===== src/rtl/line_credit_feeder.sv =====
// line_credit_feeder: buffers DMA pixels in a small FIFO and forwards them line by line against
// downstream line-buffer credits. Defining FEEDER_STATS_EN adds the out_stall_cycles counter.
`timescale 1ns/1ps
module line_credit_feeder #(
  parameter int LINE_WIDTH  = 512,
  parameter int NUM_CREDITS = 4,
  parameter int FRAME_LINES = 512,
  parameter int FIFO_DEPTH  = 16
) (
  input  logic        in_clk,
  input  logic        in_rst,
  input  logic        in_start,
  input  logic [7:0]  in_s_data,
  input  logic        in_s_valid,
  output logic        out_s_ready,
  output logic [7:0]  out_pixel_data,
  output logic        out_pixel_data_valid,
  input  logic        in_intr,
  output logic        out_frame_done,
`ifdef FEEDER_STATS_EN
  output logic [31:0] out_stall_cycles,
`endif
  output logic        out_credit_err
);

  localparam int AW   = (FIFO_DEPTH > 1) ? $clog2(FIFO_DEPTH) : 1;
  localparam int CNTW = $clog2(FIFO_DEPTH + 1);
  localparam int CW   = (LINE_WIDTH > 1) ? $clog2(LINE_WIDTH) : 1;
  localparam int LW   = (FRAME_LINES > 1) ? $clog2(FRAME_LINES) : 1;
  localparam int CRW  = $clog2(NUM_CREDITS + 1);

  localparam logic [CW-1:0]   COL_LAST    = CW'(LINE_WIDTH - 1);
  localparam logic [LW-1:0]   LINE_LAST   = LW'(FRAME_LINES - 1);
  localparam logic [CRW-1:0]  CREDITS_MAX = CRW'(NUM_CREDITS);
  localparam logic [CNTW-1:0] FIFO_FULL   = CNTW'(FIFO_DEPTH);

  typedef enum logic [1:0] {
    S_IDLE        = 2'd0,
    S_SEND        = 2'd1,
    S_WAIT_CREDIT = 2'd2,
    S_DONE        = 2'd3
  } state_t;

  state_t          state_q, state_d;
  logic [7:0]      mem_q [FIFO_DEPTH];
  logic [7:0]      mem_d [FIFO_DEPTH];
  logic [AW-1:0]   wr_ptr_q, wr_ptr_d;
  logic [AW-1:0]   rd_ptr_q, rd_ptr_d;
  logic [CNTW-1:0] count_q, count_d;
  logic [CW-1:0]   col_q, col_d;
  logic [LW-1:0]   line_q, line_d;
  logic [CRW-1:0]  credits_q, credits_d;
  logic            err_q, err_d;
  logic [7:0]      pix_q, pix_d;
  logic            pix_valid_q, pix_valid_d;
  logic            frame_done_q, frame_done_d;

  logic fifo_empty_s;
  logic push_s;
  logic send_s;
  logic col_zero_s;
  logic col_last_s;
  logic line_last_s;
  logic take_credit_s;

  assign fifo_empty_s  = (count_q == '0);
  assign out_s_ready   = (count_q != FIFO_FULL);
  assign push_s        = in_s_valid & out_s_ready;
  assign col_zero_s    = (col_q == '0);
  assign col_last_s    = (col_q == COL_LAST);
  assign line_last_s   = (line_q == LINE_LAST);
  // a line may only start when a credit is available; the rest of the line is already paid for
  assign send_s        = (state_q == S_SEND) && !fifo_empty_s && (!col_zero_s || (credits_q != '0));
  assign take_credit_s = send_s & col_zero_s;

  always_comb begin
    mem_d    = mem_q;
    wr_ptr_d = wr_ptr_q;
    rd_ptr_d = rd_ptr_q;
    count_d  = count_q;
    if (push_s) begin
      mem_d[wr_ptr_q] = in_s_data;
      wr_ptr_d        = wr_ptr_q + AW'(1);
    end else begin
      wr_ptr_d = wr_ptr_q;
    end
    if (send_s) begin
      rd_ptr_d = rd_ptr_q + AW'(1);
    end else begin
      rd_ptr_d = rd_ptr_q;
    end
    case ({push_s, send_s})
      2'b10:   count_d = count_q + CNTW'(1);
      2'b01:   count_d = count_q - CNTW'(1);
      default: count_d = count_q;
    endcase
  end

  always_comb begin
    credits_d = credits_q;
    err_d     = err_q;
    if (take_credit_s && !in_intr) begin
      credits_d = credits_q - CRW'(1);
    end else if (!take_credit_s && in_intr) begin
      if (credits_q == CREDITS_MAX) begin
        err_d = 1'b1;
      end else begin
        credits_d = credits_q + CRW'(1);
      end
    end else begin
      credits_d = credits_q;
    end
  end

  always_comb begin
    col_d  = col_q;
    line_d = line_q;
    if (send_s) begin
      col_d = col_last_s ? '0 : col_q + CW'(1);
      if (col_last_s) begin
        line_d = line_last_s ? '0 : line_q + LW'(1);
      end else begin
        line_d = line_q;
      end
    end else begin
      col_d = col_q;
    end
  end

  always_comb begin
    state_d      = state_q;
    pix_d        = send_s ? mem_q[rd_ptr_q] : pix_q;
    pix_valid_d  = send_s;
    frame_done_d = (state_q == S_DONE);
    case (state_q)
      S_IDLE: begin
        if (in_start) state_d = S_SEND;
        else          state_d = S_IDLE;
      end
      S_SEND: begin
        // a same-cycle in_intr keeps the line start alive
        if (send_s && col_last_s && line_last_s)                   state_d = S_DONE;
        else if (col_zero_s && (credits_q == '0) && !in_intr)      state_d = S_WAIT_CREDIT;
        else                                                       state_d = S_SEND;
      end
      S_WAIT_CREDIT: begin
        if ((credits_q != '0) || in_intr) state_d = S_SEND;
        else                              state_d = S_WAIT_CREDIT;
      end
      S_DONE:  state_d = S_IDLE;
      default: state_d = S_IDLE;
    endcase
  end

  always_ff @(posedge in_clk or posedge in_rst) begin
    if (in_rst) begin
      state_q      <= S_IDLE;
      for (int i = 0; i < FIFO_DEPTH; i++) mem_q[i] <= 8'd0;
      wr_ptr_q     <= '0;
      rd_ptr_q     <= '0;
      count_q      <= '0;
      col_q        <= '0;
      line_q       <= '0;
      credits_q    <= CREDITS_MAX;
      err_q        <= 1'b0;
      pix_q        <= 8'd0;
      pix_valid_q  <= 1'b0;
      frame_done_q <= 1'b0;
    end else begin
      state_q      <= state_d;
      mem_q        <= mem_d;
      wr_ptr_q     <= wr_ptr_d;
      rd_ptr_q     <= rd_ptr_d;
      count_q      <= count_d;
      col_q        <= col_d;
      line_q       <= line_d;
      credits_q    <= credits_d;
      err_q        <= err_d;
      pix_q        <= pix_d;
      pix_valid_q  <= pix_valid_d;
      frame_done_q <= frame_done_d;
    end
  end

  assign out_pixel_data       = pix_q;
  assign out_pixel_data_valid = pix_valid_q;
  assign out_frame_done       = frame_done_q;
  assign out_credit_err       = err_q;

`ifdef FEEDER_STATS_EN
  logic [31:0] stall_q, stall_d;

  always_comb begin
    stall_d = stall_q;
    if ((state_q == S_WAIT_CREDIT) && !fifo_empty_s && (stall_q != 32'hFFFF_FFFF)) begin
      stall_d = stall_q + 32'd1;
    end else begin
      stall_d = stall_q;
    end
  end

  always_ff @(posedge in_clk or posedge in_rst) begin
    if (in_rst) stall_q <= 32'd0;
    else        stall_q <= stall_d;
  end

  assign out_stall_cycles = stall_q;
`endif

endmodule


===== config.mk =====
export PLATFORM = sky130hd
export DESIGN_NAME = line_credit_feeder
export DESIGN_NICKNAME = d
export VERILOG_FILES = /design/src/rtl/line_credit_feeder.sv
export SDC_FILE = /design/constraint.sdc
export NUM_CORES = 1
export LEC_CHECK = 0
export CORE_ASPECT_RATIO = 0.6
export CORE_MARGIN = 8
export CORE_UTILIZATION = 62
export DETAILED_ROUTE_END_ITERATION = 7
export PLACE_DENSITY = 0.78
export SYNTH_ARGS = -nofsm -noshare
export SYNTH_HDL_FRONTEND = slang
export SYNTH_SLANG_ARGS = --single-unit

===== constraint.sdc =====
create_clock -name in_clk -period 9.7 [get_ports in_clk]
set_input_delay 2.91 -clock in_clk [delete_from_list [all_inputs] [get_ports in_clk]]
set_output_delay 2.91 -clock in_clk [all_outputs]
set_load 0.005 [all_outputs]

==> metrics.cfg <==
[outcome]
outcome=completed

[grt]
grt_overflow=0
grtUsageTotal_pct=21.4
grt_pass1_wl_um=29400
grt_pass1_vias=5239
grt_start_max_net_pins=106
antenna_found_initial=0

[route]
post_drt_wl_per_cell_um=22.8
dr.max_layer_used=met4
viasPerCell=6.34
wl_met1_um=8860
num_vias=5019
drt_first_pass_iters=5
finalWirelength_um=18100
wl_met2_um=8230
drc=0
ant_nets=0
drtIter0Drc=384
route.met3.wl_um=760

[placement]
port_buffers=24
gp_congestion=0.845
post-place-ws_ps=3970
dp_hpwl_um=11400
postPlaceCellArea_mm2=0.00877

[logic_synthesis]
synth_seq_cells=175
synthesis.nets=625
yosysTopAreaCell=dfrtp_1
synth_cells=594
synth_simple_gate_area_share_pct=8.90
yosys.area.top_type_share_pct=51.3
yosysSeqAreaShare_pct=51.6
synth_edf_count=0
synth_cell_type_count=53
synth_area_leaders=dfrtp_1 (51%), mux2_2 (16%), mux4_2 (8.5%), nand3_4 (2.7%), ha_1 (2.4%)
synth_xor_xnor_area_share_pct=1.03
avgSynthCellArea_um2=14.3
ys_top_cells_by_count=dfrtp_1 (174), mux2_2 (119), mux4_2 (32)
synthAdderAreaFrac_pct=2.83
synth_compound_area_share_pct=4.53
synth_ff_type=dfrtp_1
async_flop_share_pct=100
synth_top_family_by_area=multiplexers
synth_area_mm2=0.00849
yosysWarningCount=0
synth_most_common_cell=dfrtp_1
synth_mux_area_share_pct=28.0

[layout]
fin_area_mm2=0.00932
syn_to_final_growth_pct=9.79
fillers=919
diodes=0
nets=635
multiInputGateArea_mm2=0.00384
drive_gt1_share_pct=36.1
seq_area_mm2=0.00438

[clocking]
clock_path_buffers=2
cts.sinks=175
post_cts_resized=0
clk_pin_slew_ps=70
cts_inserted_buffers=17
clkLatencyLatePin_ps=430
cts-root-buf=clkbuf_16
post_cts_buffers=0
cts_tree=yes
holdBufCountCts=0
h-tree-depth=4

[power]
power_mw=3.15
leakage_nw=4.05
ir_drop_mv=0.199
power_density_mw_per_mm2=338

[die]
die_h_um=107
dieArea_mm2=0.0178
ioPinCount=25
core_area_mm2=0.0135
num_rows=33
die_w_um=167
initial_core_util_pct=62.9

[setup_path]
endpoint_kind=flip-flop
arrival_ps=5640
start_kind=primary input
cp.required_ps=10020
cp_max_fo=22
path_class=primary input to flip-flop

[timing]
fin_crit_ps=5320
max_freq_ghz=0.188
worst_pin_slew_ps=1190
drv_slew=0
fin_ws_ps=4380
finalCritPeriodShare_pct=54.9
hold_ws_ps=486
finalSetupViolations=0
clock_skew_ps=9.56
slew_headroom_pct=20.6
rsz0062_at_grt=false
setup_tns_ps=0
hold_violations=0

[flow_run]
maxCapViolations=0

[min_path]
hold_path.class=flip-flop to flip-flop

[placed cells by master (no fill, tap or decap), types with 8 or more instances in the layout]
master / instances
clkdlybuf4s50_1: 24
nand3_1: 8
mux2i_1: 17
nand2_1: 27
clkbuf_16: 17
mux4_2: 32
and3_1: 8
inv_1: 15
o221ai_1: 8
mux2_2: 119
nor2_1: 11
mux2_4: 8
ha_1: 16
nand3_4: 13
dfrtp_1: 173
o21ai_0: 28
[sequential cells by signal, summed over array words and instances (netlist names)]
signal and count:
out_credit_err 1, count_q 5, out_pixel_data_valid 1, rd_ptr_q 4, mem_q 128, credits_q 3
out_pixel_data 8, state_q 2, col_q 9, out_frame_done 1, wr_ptr_q 4, line_q 9
[layer usage]
metal / GRT usage [%] / up-vias
met5: 0 / -
met4: 6.65 / 0
met3: 3.60 / 15
met2: 32.5 / 110
met1: 31.4 / 2686
li1: - / 2208
[path summary, 6_finish.rpt]
check                      startpoint     endpoint  slack, ps  depth (start not counted)
max in group asynchronous      in_rst  rd_ptr_q[2]       5130                          3
max                        in_s_valid   count_q[4]       4380                         10
max reg2reg                  col_q[0]   count_q[4]       6110                         13
min in group asynchronous      in_rst   count_q[2]       3080                          2
min                        count_q[4]   count_q[4]        490                          1
min reg2reg                count_q[4]   count_q[4]        490                          1
[power breakdown]
part           switching (mW)  internal (mW)  leakage (nW)  total [mW]
sequential              0.278           1.06          2.17        1.34
combinational           0.506          0.663          1.61        1.17
clock                   0.303          0.340         0.267       0.643
total                    1.09           2.07          4.05        3.15
[critical path, stage by stage]
cell and delay, ps:
clkdlybuf4s50_1 470, and2_4 460, inv_1 90, ha_1 280
ha_1 340, nor2b_1 140, o21ai_0 220, a21oi_1 110
or3b_2 460, xnor2_1 130
[cell type report]
cell class | count | area share, %
clock buffer | 19 | 4.75
sequential | 175 | 47.0
tap | 175 | 2.35
inverter | 18 | 0.779
clock inverter | 13 | 1.14
multi-input combinational | 366 | 41.2
timing repair buffer | 26 | 2.74
[logic make-up after synthesis]
group / after synthesis
compound gates: 60
xor+xnor: 10
fa+ha+maj: 18
buf+inv: 53
flops: 175
mux: 178
simple gates: 100
[stage by stage]
step | util, % | instances
finish | 69.0 | 792
global route | 69.0 | 792
CTS | 69.0 | 792
detailed placement | 65.0 | 760
global placement | 65.0 | 760
floorplan | - | 594
Power figures use the tool's default switching activity.
